### config.mk
export PLATFORM = sky130hd
export DESIGN_NAME = aes_key_schedule_ctrl_flat
export DESIGN_NICKNAME = d
export VERILOG_FILES = /design/src/rtl/aes_key_schedule_ctrl_pkg.sv /design/src/rtl/aes_key_schedule_ctrl_if.sv /design/src/rtl/aes_sub_word.sv /design/src/rtl/aes_key_schedule_ctrl.sv /design/src/flat_wrapper.sv
export SDC_FILE = /design/constraint.sdc
export NUM_CORES = 2
export LEC_CHECK = 0
export BUFFER_PORTS_ARGS = -buffer_cell sky130_fd_sc_hd__buf_4
export CORE_ASPECT_RATIO = 2
export CORE_MARGIN = 3
export CORE_UTILIZATION = 40
export DETAILED_ROUTE_END_ITERATION = 8
export PLACE_DENSITY_LB_ADDON = 0.3
export SLEW_MARGIN = 20
export SYNTH_ARGS = -nofsm -noshare
export SYNTH_HDL_FRONTEND = slang
export SYNTH_SLANG_ARGS = --single-unit
### constraint.sdc
create_clock -name clk -period 8.4 [get_ports clk]
set_input_delay 2.52 -clock clk [delete_from_list [all_inputs] [get_ports clk]]
set_output_delay 2.52 -clock clk [all_outputs]
set_load 0.01 [all_outputs]
### src/rtl/aes_key_schedule_ctrl_pkg.sv
// Shared AES-128 types and constants: S-box, round constants, word/block types
// and the key-schedule FSM encoding. Byte 0 of a word/block is the leftmost (bits 0:7).
package aes_pkg;

  localparam int AES128_ROUNDS = 10;

  typedef logic [0:31]  aes_word_t;
  typedef logic [0:127] aes_block_t;

  typedef enum logic [1:0] {
    IDLE   = 2'd0,
    EXPAND = 2'd1,
    DONE   = 2'd2
  } key_sched_state_e;

  localparam logic [7:0] SBOX [0:255] = '{
    8'h63, 8'h7c, 8'h77, 8'h7b, 8'hf2, 8'h6b, 8'h6f, 8'hc5, 8'h30, 8'h01, 8'h67, 8'h2b, 8'hfe, 8'hd7, 8'hab, 8'h76,
    8'hca, 8'h82, 8'hc9, 8'h7d, 8'hfa, 8'h59, 8'h47, 8'hf0, 8'had, 8'hd4, 8'ha2, 8'haf, 8'h9c, 8'ha4, 8'h72, 8'hc0,
    8'hb7, 8'hfd, 8'h93, 8'h26, 8'h36, 8'h3f, 8'hf7, 8'hcc, 8'h34, 8'ha5, 8'he5, 8'hf1, 8'h71, 8'hd8, 8'h31, 8'h15,
    8'h04, 8'hc7, 8'h23, 8'hc3, 8'h18, 8'h96, 8'h05, 8'h9a, 8'h07, 8'h12, 8'h80, 8'he2, 8'heb, 8'h27, 8'hb2, 8'h75,
    8'h09, 8'h83, 8'h2c, 8'h1a, 8'h1b, 8'h6e, 8'h5a, 8'ha0, 8'h52, 8'h3b, 8'hd6, 8'hb3, 8'h29, 8'he3, 8'h2f, 8'h84,
    8'h53, 8'hd1, 8'h00, 8'hed, 8'h20, 8'hfc, 8'hb1, 8'h5b, 8'h6a, 8'hcb, 8'hbe, 8'h39, 8'h4a, 8'h4c, 8'h58, 8'hcf,
    8'hd0, 8'hef, 8'haa, 8'hfb, 8'h43, 8'h4d, 8'h33, 8'h85, 8'h45, 8'hf9, 8'h02, 8'h7f, 8'h50, 8'h3c, 8'h9f, 8'ha8,
    8'h51, 8'ha3, 8'h40, 8'h8f, 8'h92, 8'h9d, 8'h38, 8'hf5, 8'hbc, 8'hb6, 8'hda, 8'h21, 8'h10, 8'hff, 8'hf3, 8'hd2,
    8'hcd, 8'h0c, 8'h13, 8'hec, 8'h5f, 8'h97, 8'h44, 8'h17, 8'hc4, 8'ha7, 8'h7e, 8'h3d, 8'h64, 8'h5d, 8'h19, 8'h73,
    8'h60, 8'h81, 8'h4f, 8'hdc, 8'h22, 8'h2a, 8'h90, 8'h88, 8'h46, 8'hee, 8'hb8, 8'h14, 8'hde, 8'h5e, 8'h0b, 8'hdb,
    8'he0, 8'h32, 8'h3a, 8'h0a, 8'h49, 8'h06, 8'h24, 8'h5c, 8'hc2, 8'hd3, 8'hac, 8'h62, 8'h91, 8'h95, 8'he4, 8'h79,
    8'he7, 8'hc8, 8'h37, 8'h6d, 8'h8d, 8'hd5, 8'h4e, 8'ha9, 8'h6c, 8'h56, 8'hf4, 8'hea, 8'h65, 8'h7a, 8'hae, 8'h08,
    8'hba, 8'h78, 8'h25, 8'h2e, 8'h1c, 8'ha6, 8'hb4, 8'hc6, 8'he8, 8'hdd, 8'h74, 8'h1f, 8'h4b, 8'hbd, 8'h8b, 8'h8a,
    8'h70, 8'h3e, 8'hb5, 8'h66, 8'h48, 8'h03, 8'hf6, 8'h0e, 8'h61, 8'h35, 8'h57, 8'hb9, 8'h86, 8'hc1, 8'h1d, 8'h9e,
    8'he1, 8'hf8, 8'h98, 8'h11, 8'h69, 8'hd9, 8'h8e, 8'h94, 8'h9b, 8'h1e, 8'h87, 8'he9, 8'hce, 8'h55, 8'h28, 8'hdf,
    8'h8c, 8'ha1, 8'h89, 8'h0d, 8'hbf, 8'he6, 8'h42, 8'h68, 8'h41, 8'h99, 8'h2d, 8'h0f, 8'hb0, 8'h54, 8'hbb, 8'h16
  };

  // Indexed directly by the round number being generated.
  localparam logic [7:0] RCON [1:10] = '{
    8'h01, 8'h02, 8'h04, 8'h08, 8'h10, 8'h20, 8'h40, 8'h80, 8'h1b, 8'h36
  };

endpackage

### src/rtl/aes_key_schedule_ctrl_if.sv
// Key-load handshake, round-key read port and status of the AES-128 key-schedule controller.
interface aes_key_schedule_ctrl_if
  import aes_pkg::*;
#(
  parameter int RK_AW = 4
);
  // Key load: a transfer happens on a rising edge where key_valid_in && key_ready;
  // key_in must be stable while key_valid_in is high. key_valid_in with key_ready low
  // is dropped, not held pending. Read port: rk_rd_en at edge n yields rk_rd_data and
  // a one-cycle rk_rd_valid after edge n; there is no backpressure.
  aes_block_t       key_in;
  logic             key_valid_in;
  logic             key_ready;
  logic             busy;
  logic             sched_valid;
  logic             rk_rd_en;
  logic [RK_AW-1:0] rk_rd_addr;
  aes_block_t       rk_rd_data;
  logic             rk_rd_valid;
  logic             zeroize;
  key_sched_state_e dbg_state;

  modport master (
    output key_in, key_valid_in, rk_rd_en, rk_rd_addr, zeroize,
    input  key_ready, busy, sched_valid, rk_rd_data, rk_rd_valid, dbg_state
  );

  modport slave (
    input  key_in, key_valid_in, rk_rd_en, rk_rd_addr, zeroize,
    output key_ready, busy, sched_valid, rk_rd_data, rk_rd_valid, dbg_state
  );

endinterface

### src/rtl/aes_sub_word.sv
// AES SubWord: four parallel S-box lookups on a 32-bit word. Shared with the round engine.
module aes_sub_word
  import aes_pkg::*;
(
  input  aes_word_t word,
  output aes_word_t subbed
);

  for (genvar i = 0; i < 4; i++) begin : g_byte
    assign subbed[8*i +: 8] = SBOX[word[8*i +: 8]];
  end

endmodule

### src/rtl/aes_key_schedule_ctrl.sv
// Iterative AES-128 key schedule: one round key per clock into an 11-entry store with a
// registered read port. Optional zeroize is enabled by defining AES_KEY_SCHED_ZEROIZE_EN.
module aes_key_schedule_ctrl
  import aes_pkg::*;
#(
  parameter int NUM_ROUNDS = 10,
  parameter int RK_AW      = 4
) (
  input logic                    clk,
  input logic                    rst_n,
  aes_key_schedule_ctrl_if.slave kif
);

  if (NUM_ROUNDS != AES128_ROUNDS) begin : g_bad_rounds
    $error("aes_key_schedule_ctrl supports only NUM_ROUNDS = 10");
  end

  key_sched_state_e state_q, state_d;
  logic [3:0]       rnd_q, rnd_d;
  aes_block_t       prev_q, prev_d;
  aes_block_t       rk [0:NUM_ROUNDS];
  aes_block_t       rd_data_q;
  logic             rd_valid_q;

  logic       ready, accept, zero_req, wr_en;
  logic [3:0] wr_addr;
  aes_block_t wr_data, next_key;
  aes_word_t  w0, w1, w2, w3, rot, sub, t, n0, n1, n2, n3;

`ifdef AES_KEY_SCHED_ZEROIZE_EN
  assign zero_req = kif.zeroize;
`else
  logic unused_zeroize;
  assign unused_zeroize = kif.zeroize;
  assign zero_req       = 1'b0;
`endif

  // prev_q always mirrors rk[rnd_q-1], so the expansion never needs a read mux on the store.
  assign w0  = prev_q[0:31];
  assign w1  = prev_q[32:63];
  assign w2  = prev_q[64:95];
  assign w3  = prev_q[96:127];
  assign rot = {w3[8:31], w3[0:7]};

  aes_sub_word u_sub_word (
    .word   (rot),
    .subbed (sub)
  );

  assign t        = sub ^ {RCON[rnd_q], 24'h000000};
  assign n0       = w0 ^ t;
  assign n1       = w1 ^ n0;
  assign n2       = w2 ^ n1;
  assign n3       = w3 ^ n2;
  assign next_key = {n0, n1, n2, n3};

  assign ready  = (state_q != EXPAND);
  assign accept = kif.key_valid_in && ready;

  always_comb begin
    state_d = state_q;
    rnd_d   = rnd_q;
    prev_d  = prev_q;
    wr_en   = 1'b0;
    wr_addr = rnd_q;
    wr_data = next_key;
    case (state_q)
      IDLE, DONE: begin
        if (accept) begin
          state_d = EXPAND;
          rnd_d   = 4'd1;
          prev_d  = kif.key_in;
          wr_en   = 1'b1;
          wr_addr = 4'd0;
          wr_data = kif.key_in;
        end
      end
      EXPAND: begin
        wr_en  = 1'b1;
        prev_d = next_key;
        rnd_d  = rnd_q + 4'd1;
        if (rnd_q == 4'(NUM_ROUNDS)) state_d = DONE;
      end
      default: state_d = IDLE;
    endcase
    // Zeroize wins over everything, including a key accepted in the same cycle.
    if (zero_req) begin
      state_d = IDLE;
      rnd_d   = 4'd0;
      prev_d  = '0;
      wr_en   = 1'b0;
    end
  end

  always_ff @(posedge clk or negedge rst_n) begin
    if (!rst_n) begin
      state_q <= IDLE;
      rnd_q   <= 4'd0;
      prev_q  <= '0;
    end else begin
      state_q <= state_d;
      rnd_q   <= rnd_d;
      prev_q  <= prev_d;
    end
  end

  always_ff @(posedge clk or negedge rst_n) begin
    if (!rst_n) begin
      for (int i = 0; i <= NUM_ROUNDS; i++) rk[i] <= '0;
    end else begin
      for (int i = 0; i <= NUM_ROUNDS; i++) begin
        if (zero_req) rk[i] <= '0;
        else if (wr_en && (wr_addr == 4'(i))) rk[i] <= wr_data;
      end
    end
  end

  // Reads sample the store before this edge's write lands, giving read-before-write.
  always_ff @(posedge clk or negedge rst_n) begin
    if (!rst_n) begin
      rd_data_q  <= '0;
      rd_valid_q <= 1'b0;
    end else begin
      rd_valid_q <= kif.rk_rd_en;
      if (zero_req) rd_data_q <= '0;
      else if (kif.rk_rd_en)
        rd_data_q <= (kif.rk_rd_addr > RK_AW'(NUM_ROUNDS)) ? '0 : rk[kif.rk_rd_addr];
    end
  end

  assign kif.key_ready   = ready;
  assign kif.busy        = (state_q == EXPAND);
  assign kif.sched_valid = (state_q == DONE);
  assign kif.rk_rd_data  = rd_data_q;
  assign kif.rk_rd_valid = rd_valid_q;
  assign kif.dbg_state   = state_q;

endmodule

### src/flat_wrapper.sv
// flat-port wrapper written by rule: the top's interface ports become plain ports
module aes_key_schedule_ctrl_flat import aes_pkg::*;
#(
  parameter int NUM_ROUNDS = 10,
  parameter int RK_AW      = 4
)
  (clk, rst_n, kif_key_in, kif_key_valid_in, kif_rk_rd_en, kif_rk_rd_addr, kif_zeroize, kif_key_ready, kif_busy, kif_sched_valid, kif_rk_rd_data, kif_rk_rd_valid, kif_dbg_state);
  aes_key_schedule_ctrl_if #(.RK_AW(RK_AW)) kif_i ();
  input logic clk;
  input logic rst_n;
  input wire logic [$bits(kif_i.key_in)-1:0] kif_key_in;
  input wire logic [$bits(kif_i.key_valid_in)-1:0] kif_key_valid_in;
  input wire logic [$bits(kif_i.rk_rd_en)-1:0] kif_rk_rd_en;
  input wire logic [$bits(kif_i.rk_rd_addr)-1:0] kif_rk_rd_addr;
  input wire logic [$bits(kif_i.zeroize)-1:0] kif_zeroize;
  output wire logic [$bits(kif_i.key_ready)-1:0] kif_key_ready;
  output wire logic [$bits(kif_i.busy)-1:0] kif_busy;
  output wire logic [$bits(kif_i.sched_valid)-1:0] kif_sched_valid;
  output wire logic [$bits(kif_i.rk_rd_data)-1:0] kif_rk_rd_data;
  output wire logic [$bits(kif_i.rk_rd_valid)-1:0] kif_rk_rd_valid;
  output wire logic [$bits(kif_i.dbg_state)-1:0] kif_dbg_state;
  assign kif_i.key_in = kif_key_in;
  assign kif_i.key_valid_in = kif_key_valid_in;
  assign kif_i.rk_rd_en = kif_rk_rd_en;
  assign kif_i.rk_rd_addr = kif_rk_rd_addr;
  assign kif_i.zeroize = kif_zeroize;
  assign kif_key_ready = kif_i.key_ready;
  assign kif_busy = kif_i.busy;
  assign kif_sched_valid = kif_i.sched_valid;
  assign kif_rk_rd_data = kif_i.rk_rd_data;
  assign kif_rk_rd_valid = kif_i.rk_rd_valid;
  assign kif_dbg_state = kif_i.dbg_state;
  aes_key_schedule_ctrl #(.NUM_ROUNDS(NUM_ROUNDS), .RK_AW(RK_AW)) u_core (.clk(clk), .rst_n(rst_n), .kif(kif_i));
endmodule
======== After elaboration in Yosys (flattened, before gate mapping) ========
Memories as Yosys holds them, arrays and structs flattened.
Cells that the tools add are included.
operators by class
  add/sub/neg operators ................... 1
  order comparisons ....................... 7
  equality and inequality tests ........... 16
  muxes and demuxes ....................... 27
  bitwise operators ....................... 11
  reduce and logical (&&, ||, !) cells .... 18
operator list
  cell                                                                      count
  128-bit two-way mux                                                       6
  128-bit binary-select mux with 4-bit select                               1
  128-bit one-hot mux with 2 select lines                                   1
  32-bit XOR                                                                5
  8-bit two-way mux                                                         10
  9-bit >= comparator (second input constant)                               4
  8-bit NOT with 9-bit output                                               4
  4-bit by 3-bit equality test with 1-bit output (second input constant)    4
  4-bit equality test (second input constant)                               4
  1-bit logical AND                                                         12
  4-bit two-way mux                                                         3
  5-bit >= comparator (second input constant)                               2
  4-bit NOT with 5-bit output                                               2
  4-bit by 2-bit equality test with 1-bit output (second input constant)    2
  4-bit one-hot mux with 2 select lines                                     1
  2-bit by 1-bit inequality test with 1-bit output (second input constant)  3
  4-bit by 1-bit adder with 4-bit output (second input constant)            1
  4-bit by 1-bit equality test with 1-bit output (second input constant)    1
  4-bit > comparator (second input constant)                                1
  4-bit logical NOT                                                         1
  2-bit two-way mux                                                         2
  2-bit one-hot mux with 2 select lines                                     1
  2-bit AND reduction                                                       2
  2-bit by 1-bit equality test with 1-bit output (second input constant)    1
  other kinds (6)                                                           6
storage, ports and cells
  register bits ........................... 1671
  memory bits (read-only) ................. 8320
  input bits .............................. 137
  output and inout port bits .............. 134
  logic and storage cells ................. 101
  memories ................................ 5
memories
  memory           depth  bits a word  read ports  clocked after memory_dff  write ports  RTL line                     text
  (no name shown)  256    8            1           0                         0            aes_sub_word.sv:10           assign subbed[8*i +: 8] = SBOX[word[8*i +: 8]];
  (no name shown)  256    8            1           0                         0            aes_sub_word.sv:10
  (no name shown)  256    8            1           0                         0            aes_sub_word.sv:10
  (no name shown)  256    8            1           0                         0            aes_sub_word.sv:10
  (no name shown)  16     8            1           0                         0            aes_key_schedule_ctrl.sv:50  assign t = sub ^ {RCON[rnd_q], 24'h000000};

======== Longest topological paths before layout ========
  word-level depth ........................ 11
  depth in mapped cells ................... 17
  gate-level depth less buffers ........... 11

======== Modules after synthesis ========
A second synthesis with hierarchy kept.
unflattened totals
  cell total of the unflattened synthesis .. 9314
  area total of the unflattened synthesis .. 88124.5 sq um
modules (own cells, without submodules)
  module                 times used  cells each  area each (sq um)  sequential area each (sq um)
  aes_key_schedule_ctrl  1           7129        74355.1            41815.1
  aes_sub_word           1           2185        13769.5            0.0

======== Least setup slack after synthesis ========
OpenSTA, ideal clock, no wires.
  path kind ............................... in2reg
  start point ............................. in kif_rk_rd_addr[0]
  end point ............................... reg u_core.rd_data_q[10], in the netlist u_core.kif.rk_rd_data[10]
  setup time .............................. 0.141 ns
  arrival ................................. 4.830 ns
  required time ........................... 8.259 ns
  setup slack ............................. 3.429 ns
  stages .................................. 7
  buffers on the path ..................... 4
  cell sequence ........................... clkbuf_1 > clkbuf_1 > buf_1 > buf_1 > mux4_2 > a21oi_1 > o22ai_1
between the ends
  cells in the longest elaborated chain, start to end .. 5
  elaborated cells on any way between the ends .. 6
  those cells by class .................... 1 x order compare; 4 x mux; 1 x bitwise
ends and longest elaborated chain
  what                                                     RTL line                      text
  start, declared                                          flat_wrapper.sv:14            input wire logic [$bits(kif_i.rk_rd_addr)-1:0] kif_rk_rd_addr;
  4-bit NOT with 5-bit output (implied by the code)        aes_key_schedule_ctrl.sv:127  rd_data_q <= (kif.rk_rd_addr > RK_AW'(NUM_ROUNDS)) ? '0 : rk[kif.rk_rd_addr];
  128-bit binary-select mux with 4-bit select              aes_key_schedule_ctrl.sv:127
  128-bit two-way mux (implied by the code) (2 in series)  aes_key_schedule_ctrl.sv:127
  128-bit two-way mux *                                    aes_key_schedule_ctrl.sv:127
  end signal, assigned                                     aes_key_schedule_ctrl.sv:127
  end, declared                                            aes_key_schedule_ctrl.sv:22   aes_block_t rd_data_q;
Mark *: on every way between the ends. The rest lies on a longest branch, timed or not. The select of a mux whose other input is x is not followed.
A chain may end at the register's enable or synchronous reset.

======== Final worst setup path ========
  start point ............................. reg u_core.prev_q[0]
  end point ............................... reg u_core.rk[140] in the netlist's numbering
between the ends
  cells in the longest elaborated chain, start to end .. 11
ends and longest elaborated chain
  what                                                     RTL line                      text
  start, declared                                          aes_key_schedule_ctrl.sv:20   aes_block_t prev_q, prev_d;
  start signal, assigned                                   aes_key_schedule_ctrl.sv:103  prev_q <= prev_d;
  8-bit NOT with 9-bit output (implied by the code) *      aes_sub_word.sv:10
  memory 256 x 8 bit *                                     --
  8-bit two-way mux (implied by the code) * (2 in series)  aes_sub_word.sv:10
  32-bit XOR *                                             aes_key_schedule_ctrl.sv:50
  32-bit XOR *                                             aes_key_schedule_ctrl.sv:51   assign n0 = w0 ^ t;
  32-bit XOR *                                             aes_key_schedule_ctrl.sv:52   assign n1 = w1 ^ n0;
  32-bit XOR *                                             aes_key_schedule_ctrl.sv:53   assign n2 = w2 ^ n1;
  32-bit XOR *                                             aes_key_schedule_ctrl.sv:54   assign n3 = w3 ^ n2;
  128-bit two-way mux                                      aes_key_schedule_ctrl.sv:69   if (accept) begin
  128-bit two-way mux *                                    aes_key_schedule_ctrl.sv:67   case (state_q)
  end signal, assigned by index                            aes_key_schedule_ctrl.sv:113  else if (wr_en && (wr_addr == 4'(i))) rk[i] <= wr_data;
  end, declared                                            aes_key_schedule_ctrl.sv:21   aes_block_t rk [0:NUM_ROUNDS];
Marked as above.

==> impl_results.md <==
* Total track usage at 32.8%
* Setup TNS at 0 ns
* Worst EP required at 9.05 ns
* Worst EP arrival at 6.89 ns
* CP Depth at 12
* Worst reg2reg path depth at 12
* Core ar. at 223000 um^2
* Sink Count at 1671
* Largest net degree at the start of global routing at 201
* Slew HR at 21.3%
* Hold depth at 2
* Most frequent cell after synthesis: dfrtp_1
* Dpl hpwl at 261000 um
* Setup violators final at 0
* Residual DRC count at 0
* Die W at 341 um
* Multi-input gate area at 43400 um^2
* Peak Freq at 160 MHz
* Worst min path class: flop to flop
* FILL cells at 21300
* NumNets Final at 9570
* Chip height at 676 um
* Final Max Tran Viols at 0
* Crit path cell chain: inv_1, ha_1, buf_4, mux2i_1, a211o_1, a21oi_1, o41ai_1, o41ai_2, xnor2_2, xnor2_2, xnor2_1, o21ai_0
* Vias in the first global route at 76100
* First-pass DRT Iterations at 6
* Starting Density at 40.2%
* Async SR Flop Fraction at 100%
* CP top delay family: XOR/XNOR gates
* Mapped Nets at 9819
* Yosys warning total at 0
* Layout area overhead at 11.0%
* Critical path startpoint category: flop
* CTS tree: built
* Clk slew on worst S/H paths at 0.06 ns
* # hold bufs at CTS at 0
* Worst path most repeated cell: xnor2_2
* Final Hold Vio Count at 0
* Status: complete, no violations
* Post-synth top cells: 1671 x dfrtp_1, 1567 x nand2_1, 1393 x o21ai_0
* Seq/Total Area, Yosys at 46.6%
* Cell taking the most area after synthesis: dfrtp_1
* Post-CTS Setup Bufs at 0
* Slew @ Worst Pin at 1.17 ns
* Top FF cell, synth: dfrtp_1
* Layout cells sized above 1 at 13.4%
* First-pass GRT wire length at 554000 um
* Worst path max stage delay at 0.86 ns
* Maximum root-to-sink buffer count at 4
* Final core occ at 44.7%
* Reg area at 41800 um^2
* Crit end category: flop
* Die area at 230000 um^2
* Final WL at 385000 um
* Flops & latches, synth at 1671
* Clk_lat worst skew at 0.85 ns
* Initial antenna violation count at 26
* Netlist cell types at 108
* Final Wtd Congestion at 0.992
* RSZ-0062 raised after global routing: false
* Critical path class: flop to flop
* Inserted Clock Buffers at 163
* Worst-path maximum fanout at 19
* Avg Cell Area, Syn at 9.33 um^2
* CTS root buffer: clkbuf_16
* # IOs at 271
* Fin Clk Skew at 0.0911 ns
* Top cells by area, synth: dfrtp_1 47%, o21ai_0 7.8%, mux4_2 7.5%
* Synth top area share at 46.6%
* Cell with the largest stage delay on the worst path: xnor2_1
* Post-synth EDFFs at 0
* Drt wl/cell at 30.9 um
* Mapped Area at 89700 um^2
* Post_cts resized at 0
* 1st-iter DRT viols at 8139
* Crit path time final at 6.24 ns
* # Max-Cap Violations at 0
* Syn Inst Count at 9617
* Gr ovfl total at 0
* Std cell rows at 245
* Vias at 77900
* # port buffers at 269
* CTS H-tree lvls at 4
* Ratio of final minimum period to clock period at 74.3%
* Drt via density at 6.25
* Hold Slack at 0.475 ns
* Buf+Inv Stages, Crit Path at 2
* Detail Route Antenna Nets at 0
==> metrics by stage <==
| step | instances | worst slack (ns) | area (um^2) |
|---|---|---|---|
| 2_1_floorplan | 9617 | 3.43 | 89700 |
| 3_3_place_gp | 12200 | 1.78 | 94100 |
| 6_report | 12500 | 2.16 | 99600 |
| 3_5_place_dp | 12200 | 2.30 | 94100 |
| 4_1_cts | 12500 | 2.33 | 99500 |
| 5_1_grt | 12500 | 1.93 | 99600 |
==> worst register-to-register path: stages, from the launching register on <==
cell and delay (ns):
dfrtp_2 0.76, inv_1 0.46, ha_1 0.78, buf_4 0.34, mux2i_1 0.32, a211o_1 0.18, a21oi_1 0.21, o41ai_1 0.54
o41ai_2 0.31, xnor2_2 0.83, xnor2_2 0.27, xnor2_1 0.87, o21ai_0 0.25
==> sequential cells by signal, indices dropped and copies added (netlist names) <==
register,count
u_core.rk,1408
u_core.kif.rk_rd_data,128
u_core.prev_q,128
u_core.rnd_q,4
u_core.kif.dbg_state,2
u_core.kif.rk_rd_valid,1
==> path summary, 6_finish.rpt <==
| kind | slack (ns) | startpoint | end |
|---|---|---|---|
| setup / recovery | 2.16 | u_core.prev_q[0] | u_core.rk[140] |
| hold / removal | 0.47 | u_core.rk[980] | u_core.rk[980] |
| setup reg to reg | 2.16 | u_core.prev_q[0] | u_core.rk[140] |
| hold reg to reg | 0.47 | u_core.rk[980] | u_core.rk[980] |
| max in group asynchronous | 4.78 | rst_n | u_core.prev_q[11] |
| min in group asynchronous | 1.60 | rst_n | u_core.kif.rk_rd_data[70] |
==> layer usage <==
metal  up-vias  GRT usage [%]  part of all wire, %
met1     39100           38.2                   35
met4        12           24.2                  9.1
met2      4077           54.2                   48
met3      1110           5.98                  7.9
li1      33700              -                    -
met5         -              0                0.022
==> placed cells by master, fill, tap and decap left out, types with 110 or more instances in the layout <==
cell / count
buf_4: 485
o22ai_1: 139
xnor2_1: 119
mux4_2: 299
nand2_1: 1557
nor2_1: 620
inv_1: 201
nand2b_1: 117
a211oi_1: 169
o21ai_0: 1392
nor3_1: 110
clkbuf_16: 166
mux2i_1: 174
a21oi_1: 635
dfrtp_1: 1657
nand3_1: 121
==> cells by family (layout without fill, tap and decap cells) <==
logic type	Yosys count	after routing	synth area share, %
other	0	11	0
AND/OR/NAND/NOR	2924	2924	14.1
AO/OA/AOI/OAI	3111	3111	20.9
adder cells (fa/ha/maj)	65	65	0.915
multiplexers	491	491	9.68
buffers and inverters	1152	1024	5.33
flip-flops	1671	1671	46.6
XOR/XNOR	203	203	2.49
==> area by class of cell <==
| class | instances | share of cell area [%] |
|---|---|---|
| Inverter | 214 | 0.809 |
| Multi-Input combinational cell | 6794 | 43.6 |
| Tap cell | 2964 | 3.72 |
| Timing Repair Buffer | 524 | 4.40 |
| Clock buffer | 226 | 4.76 |
| Sequential cell | 1671 | 42.0 |
| Antenna cell | 11 | 0.0276 |
| Clock inverter | 60 | 0.645 |
Power is not shown: default switching activity piles up to over one toggle a cycle in this logic, so the estimate is an artifact.
